### config.mk
export PLATFORM = sky130hd
export DESIGN_NAME = mic_sampler_flat
export DESIGN_NICKNAME = d
export VERILOG_FILES = /design/src/rtl/mic_pkg.sv /design/src/rtl/mic_if.sv /design/src/rtl/mic_sampler_peak_hold.sv /design/src/rtl/mic_sampler.sv /design/src/flat_wrapper.sv
export SDC_FILE = /design/constraint.sdc
export NUM_CORES = 1
export LEC_CHECK = 0
export CAP_MARGIN = 10
export CORE_MARGIN = 3
export CORE_UTILIZATION = 45
export DETAILED_ROUTE_END_ITERATION = 12
export PLACE_DENSITY_LB_ADDON = 0.08
export SETUP_SLACK_MARGIN = 0.4
export SLEW_MARGIN = 40
export SYNTH_ARGS = -nofsm -noshare
export SYNTH_HDL_FRONTEND = slang
export SYNTH_SLANG_ARGS = --single-unit
export TNS_END_PERCENT = 20
### constraint.sdc
create_clock -name clk -period 2.2 [get_ports clk]
set_clock_uncertainty 0.05 [all_clocks]
set_input_delay 0.44 -clock clk [delete_from_list [all_inputs] [get_ports clk]]
set_output_delay 0.44 -clock clk [all_outputs]
set_load 0.01 [all_outputs]
### src/rtl/mic_pkg.sv
// mic_pkg: ADC frame constants, FSM state enum and shared helpers for the mic sampler.
package mic_pkg;
  localparam int FRAME_BITS = 16;
  localparam int LEAD_BITS = 4;
  localparam int DATA_BITS = 12;
  localparam logic [DATA_BITS-1:0] MIC_MID = 12'd2048;
  typedef enum logic [2:0] {IDLE, SETUP, SHIFT_LO, SHIFT_HI, DONE} state_t;
  function automatic logic [DATA_BITS-1:0] max12(input logic [DATA_BITS-1:0] a, input logic [DATA_BITS-1:0] b);
    return (a > b) ? a : b;
  endfunction
endpackage

### src/rtl/mic_if.sv
// mic_if: sample and peak-level bus from the mic sampler to its consumers.
interface mic_if;
  import mic_pkg::*;
  logic [DATA_BITS-1:0] sample;
  logic sample_valid;
  logic [DATA_BITS-1:0] peak;
  logic peak_valid;
  logic frame_err;
  modport master(output sample, sample_valid, peak, peak_valid, frame_err);
  modport slave(input sample, sample_valid, peak, peak_valid, frame_err);
endinterface

### src/rtl/mic_sampler_peak_hold.sv
// peak_hold: windowed maximum of a sample stream, reloaded every WINDOW samples.
module peak_hold
  import mic_pkg::*;
#(
  parameter int WINDOW = 4000
) (
  input  logic                 clk,
  input  logic                 rst_n,
  input  logic                 in_valid,
  input  logic [DATA_BITS-1:0] in_data,
  output logic [DATA_BITS-1:0] peak,
  output logic                 peak_valid
);
  localparam int CNT_W = (WINDOW > 1) ? $clog2(WINDOW) : 1;
  localparam logic [CNT_W-1:0] CNT_LAST = CNT_W'(WINDOW - 1);
  logic [DATA_BITS-1:0] max_q, max_d, peak_q, peak_d, max_new;
  logic [CNT_W-1:0] cnt_q, cnt_d;
  logic pv_q, pv_d, last;
  always_comb begin
    max_new = max12(max_q, in_data);
    last = in_valid && (cnt_q == CNT_LAST);
    max_d = last ? '0 : in_valid ? max_new : max_q;
    cnt_d = last ? '0 : in_valid ? cnt_q + 1'b1 : cnt_q;
    peak_d = last ? max_new : peak_q;
    pv_d = last;
  end
  always_ff @(posedge clk or negedge rst_n) begin
    if (!rst_n) begin
      max_q <= '0;
      cnt_q <= '0;
      peak_q <= '0;
      pv_q <= 1'b0;
    end else begin
      max_q <= max_d;
      cnt_q <= cnt_d;
      peak_q <= peak_d;
      pv_q <= pv_d;
    end
  end
  assign peak = peak_q;
  assign peak_valid = pv_q;
endmodule

### src/rtl/mic_sampler.sv
// mic_sampler: SPI master polling a 12-bit ADC at a fixed rate, with windowed peak level.
module mic_sampler
  import mic_pkg::*;
#(
  parameter int CLK_DIV = 3,
  parameter int SAMPLE_PERIOD = 5000,
  parameter int PEAK_WINDOW = 4000
) (
  input  logic clk,
  input  logic rst_n,
  input  logic miso,
  output logic cs_n,
  output logic sclk,
  mic_if.master mic
);
  localparam int DIV_W = (CLK_DIV > 1) ? $clog2(CLK_DIV) : 1;
  localparam int PER_W = $clog2(SAMPLE_PERIOD);
  localparam int BIT_W = $clog2(FRAME_BITS);
  localparam logic [DIV_W-1:0] DIV_LAST = DIV_W'(CLK_DIV - 1);
  localparam logic [PER_W-1:0] PER_LAST = PER_W'(SAMPLE_PERIOD - 1);
  localparam logic [BIT_W-1:0] BIT_LAST = BIT_W'(FRAME_BITS - 1);
  state_t state_q, state_d;
  logic [PER_W-1:0] per_q, per_d;
  logic [DIV_W-1:0] div_q, div_d;
  logic [BIT_W-1:0] bit_q, bit_d;
  logic [FRAME_BITS-1:0] sh_q, sh_d;
  logic [DATA_BITS-1:0] smp_q, smp_d;
  logic cs_n_q, cs_n_d, sclk_q, sclk_d, sv_q, sv_d, fe_q, fe_d;
  logic start, phase_end;
  assign start = per_q == PER_LAST;
  assign phase_end = div_q == DIV_LAST;
  always_ff @(posedge clk or negedge rst_n) begin
    if (!rst_n) state_q <= IDLE;
    else state_q <= state_d;
  end
  always_comb begin
    state_d = state_q;
    case (state_q)
      IDLE:     state_d = start ? SETUP : IDLE;
      SETUP:    state_d = phase_end ? SHIFT_LO : SETUP;
      SHIFT_LO: state_d = phase_end ? SHIFT_HI : SHIFT_LO;
      SHIFT_HI: state_d = !phase_end ? SHIFT_HI : (bit_q == BIT_LAST) ? DONE : SHIFT_LO;
      DONE:     state_d = IDLE;
      default:  state_d = IDLE;
    endcase
  end
  // Pins are registered from the state, so they trail it by one cycle and never glitch.
  always_comb begin
    cs_n_d = state_q inside {IDLE, DONE};
    sclk_d = state_q != SHIFT_LO;
    sv_d = state_q == DONE;
    fe_d = (state_q == DONE) && |sh_q[FRAME_BITS-1 -: LEAD_BITS];
    smp_d = (state_q == DONE) ? sh_q[DATA_BITS-1:0] : smp_q;
  end
  always_comb begin
    per_d = start ? '0 : per_q + 1'b1;
    div_d = (state_q inside {IDLE, DONE} || phase_end) ? '0 : div_q + 1'b1;
    sh_d = (state_q == SHIFT_HI && div_q == '0) ? {sh_q[FRAME_BITS-2:0], miso} : sh_q;
    bit_d = (state_q == IDLE) ? '0 : (state_q == SHIFT_HI && phase_end) ? bit_q + 1'b1 : bit_q;
  end
  always_ff @(posedge clk or negedge rst_n) begin
    if (!rst_n) begin
      per_q <= '0;
      div_q <= '0;
      bit_q <= '0;
      sh_q <= '0;
      smp_q <= '0;
      cs_n_q <= 1'b1;
      sclk_q <= 1'b1;
      sv_q <= 1'b0;
      fe_q <= 1'b0;
    end else begin
      per_q <= per_d;
      div_q <= div_d;
      bit_q <= bit_d;
      sh_q <= sh_d;
      smp_q <= smp_d;
      cs_n_q <= cs_n_d;
      sclk_q <= sclk_d;
      sv_q <= sv_d;
      fe_q <= fe_d;
    end
  end
  peak_hold #(.WINDOW(PEAK_WINDOW)) u_peak (
    .clk(clk),
    .rst_n(rst_n),
    .in_valid(sv_q),
    .in_data(smp_q),
    .peak(mic.peak),
    .peak_valid(mic.peak_valid)
  );
  assign cs_n = cs_n_q;
  assign sclk = sclk_q;
  assign mic.sample = smp_q;
  assign mic.sample_valid = sv_q;
  assign mic.frame_err = fe_q;
endmodule

### src/flat_wrapper.sv
// flat-port wrapper written by rule: the top's interface ports become plain ports
module mic_sampler_flat import mic_pkg::*;
#(
  parameter int CLK_DIV = 3,
  parameter int SAMPLE_PERIOD = 5000,
  parameter int PEAK_WINDOW = 4000
)
  (clk, rst_n, miso, cs_n, sclk, mic_sample, mic_sample_valid, mic_peak, mic_peak_valid, mic_frame_err);
  mic_if mic_i ();
  input  logic clk;
  input  logic rst_n;
  input  logic miso;
  output logic cs_n;
  output logic sclk;
  output wire logic [$bits(mic_i.sample)-1:0] mic_sample;
  output wire logic [$bits(mic_i.sample_valid)-1:0] mic_sample_valid;
  output wire logic [$bits(mic_i.peak)-1:0] mic_peak;
  output wire logic [$bits(mic_i.peak_valid)-1:0] mic_peak_valid;
  output wire logic [$bits(mic_i.frame_err)-1:0] mic_frame_err;
  assign mic_sample = mic_i.sample;
  assign mic_sample_valid = mic_i.sample_valid;
  assign mic_peak = mic_i.peak;
  assign mic_peak_valid = mic_i.peak_valid;
  assign mic_frame_err = mic_i.frame_err;
  mic_sampler #(.CLK_DIV(CLK_DIV), .SAMPLE_PERIOD(SAMPLE_PERIOD), .PEAK_WINDOW(PEAK_WINDOW)) u_core (.clk(clk), .rst_n(rst_n), .miso(miso), .cs_n(cs_n), .sclk(sclk), .mic(mic_i));
endmodule
==> impl_metrics.json <==
{
  "rows": 34,
  "clk_latency_ns": 0.35,
  "irDropWorstVdd_mv": 0.2761,
  "grt_use_total_pct": 18.51,
  "synth_area_per_cell_um2": 11.06,
  "synth_top_cell_area_share_pct": 53.71,
  "hold_path_class": "primary input to async pin",
  "p_leak_nw": 2.374,
  "synth.area.top_cells": "dfrtp_1 (54%), ha_1 (5.1%), mux2_2 (4.6%)",
  "synth_nets": 395,
  "cts.clk_slew.worst_paths_ns": 0.08,
  "synth-seq-cells": 91,
  "rsz0062_at_grt": "yes",
  "fin_crit_ns": 2.041,
  "dr.pass1.iters": 4,
  "cts_tree": "done",
  "yosys.area_share.simple_pct": 13.97,
  "syn2layout_area_growth_pct": 27.76,
  "status": "completed",
  "synth_edf_count": 0,
  "die_h_um": 102.0,
  "io_buffers": 31,
  "cts_sinks": 91,
  "synth_cells": 375,
  "max_cap_viol_count": 0,
  "grt_overflow": 0,
  "ant_nets": 0,
  "setup_viol_count_final": 0,
  "drt-total-wl_mm": 8.951,
  "die_w_um": 102.0,
  "finalCritPeriodShare_pct": 92.75,
  "synth-xor-area-share_pct": 3.591,
  "cp_slowest_stage_delay_ns": 0.42,
  "worst_pin_slew_ns": 0.4895,
  "synth_top_family_by_area": "simple AND/OR/NAND/NOR gates",
  "synth_commonest_cells": "dfrtp_1 (89), nor2_1 (31), inv_1 (30), nand2_1 (26), o21ai_0 (22)",
  "end_kind": "register",
  "crit_top_cell": "buf_4",
  "reg2reg_slack_ns": 0.16,
  "wl_per_cell_um": 16.19,
  "synth.most_common_cell": "dfrtp_1",
  "num-nets-final": 460,
  "synthAdderAreaFrac_pct": 5.130,
  "critical_path_class": "register to register",
  "grt_first_pass_wirelength_mm": 15.13,
  "worstPathArrival_ns": 2.21,
  "first_global_vias": 3135,
  "vias": 3085,
  "antenna_found_initial": 0,
  "h-tree-depth": 3,
  "drv_slew": 0,
  "drive_gt1_share_pct": 27.19,
  "hpwl_mm": 5.755,
  "synth-compound-area-share_pct": 13.28,
  "powerDensity_mw_per_mm2": 506.6,
  "clockBufferDepth": 2,
  "max_slew_margin_pct": 67.37,
  "stdcell_area_mm2": 0.005298,
  "core_mm2": 0.008848,
  "root_buffer": "clkbuf_8",
  "cp_max_fo": 7,
  "cp.required_ns": 2.37,
  "crit_path_cell_trace": "ha_4 > nor2b_4 > o211ai_1 > buf_4 > a211oi_4 > buf_4 > o31ai_4 > buf_6 > o32ai_1",
  "synthMuxAreaShare_pct": 4.858,
  "stdcell_count": 553,
  "via_per_inst": 5.579,
  "netlist.top_cell.by_area": "dfrtp_1",
  "fmax_ghz": 0.4901,
  "numPlacedInstances": 518,
  "synth_cell_type_count": 53,
  "synthesis.area_mm2": 0.004146,
  "diodes": 0,
  "async_flop_share_pct": 100.0,
  "hold_viol": 0,
  "holdBufCountCts": 0,
  "drt-initial-drc-count": 93,
  "ys_seq_area_share_pct": 54.98,
  "cts_buffers": 9,
  "place_area_mm2": 0.004726,
  "initial_core_util_pct": 46.86,
  "start_kind": "register",
  "grt_start_max_net_pins": 92,
  "yosysWarnings": 0,
  "p_total_w": 0.002684,
  "place.gp.congestion": 0.7869,
  "slowest_stage": "dfrtp_1",
  "dieArea_mm2": 0.01040,
  "ios": 32,
  "holdWs_ns": 0.05635,
  "ys.flop_type": "dfrtp_1",
  "drc": 0
}
[worst paths after layout]
kind	from	end	cells past startpoint
setup / recovery	u_core.u_peak.max_q[1]$_DFFE_PN0P_	u_core.u_peak.max_q[2]$_DFFE_PN0P_	9
hold / removal	rst_n	u_core.mic.sample[2]$_DFFE_PN0P_	2
setup reg to reg	u_core.u_peak.max_q[1]$_DFFE_PN0P_	u_core.u_peak.max_q[2]$_DFFE_PN0P_	9
hold reg to reg	u_core.div_q[0]$_DFF_PN0_	u_core.div_q[0]$_DFF_PN0_	1
max in group asynchronous	rst_n	u_core.mic.sample[11]$_DFFE_PN0P_	2
min in group clk	u_core.div_q[0]$_DFF_PN0_	u_core.div_q[0]$_DFF_PN0_	1
[power by group]
group | internal, W | leakage, nW | total, W | switching [W]
Clock | 0.000412 | 0.0814 | 0.000971 | 0.000559
Combinational | 0.00000715 | 1.04 | 0.0000399 | 0.0000327
Sequential | 0.00167 | 1.25 | 0.00167 | 0.000000782
[cell usage in the layout, fill, tap and decap left out, types with 11 or more instances in the layout]
cell              n
a221oi_2         12
inv_1            23
nor2_1           30
buf_4            31
nand2_1          25
mux2_2           17
clkdlybuf4s50_1  30
dfrtp_1          89
o32ai_1          11
o21ai_0          22
nand3_1          14
[timing repair]
item	4_1_cts	5_1_grt
buffers inserted	10	9
pin swaps	16	4
gates resized for setup	25	21
endpoints found under the setup margin	34	58
cloned	0	0
[area by class of cell]
cell class | count | area, µm²
multi-input cells | 239 | 1988
clock inverters | 3 | 18.77
fillers | 753 | 3551
well taps | 108 | 135.1
flip-flops and latches | 91 | 2280
repair buffers | 68 | 620.6
inverters | 31 | 116.4
clock buffers | 13 | 138.9
[state kept, by name, indices dropped and copies added (netlist names)]
signal	flops
u_core.sh_q	16
u_core.per_q	13
u_core.mic.sample	12
u_core.u_peak.cnt_q	12
u_core.u_peak.max_q	12
u_core.u_peak.peak	12
u_core.bit_q	4
u_core.state_q	3
u_core.div_q	2
u_core.cs_n	1
u_core.mic.frame_err	1
u_core.mic.sample_valid	1
u_core.sclk	1
u_core.u_peak.peak_valid	1
[cell families after synthesis]
family,Yosys count
AO/OA/AOI/OAI,78
flip-flops,91
adder cells (fa/ha/maj),17
multiplexers,18
buffers and inverters,45
AND/OR/NAND/NOR,109
XOR/XNOR,17
[layer usage]
metal | track usage, % | share of wire [%] | vias up
met1 | 23.17 | 44 | 1529
met5 | 0 | 0 | -
met2 | 32.68 | 52 | 68
met3 | 3.823 | 3.5 | 12
met4 | 4.844 | 1.1 | 0
li1 | - | - | 1476
[stage by stage]
step                      setup TNS [ns]  util, %  worst slack (ns)
after floorplan                        0        -            0.1875
after global placement          -0.09179    53.41          -0.02859
after detailed placement         -0.4978    53.41          -0.05114
after CTS                              0    57.79            0.1366
after global routing                   0    59.87           0.05511
final                                  0    59.87            0.1594
[critical path: cells and delay by family (launching register included)]
family | cells | cell delay, ns
compound gates | 4 | 0.61
buf+inv | 3 | 0.48
flops | 1 | 0.42
fa+ha+maj | 1 | 0.25
simple gates | 1 | 0.12
Note: power is estimated with default switching activity, not from simulation.
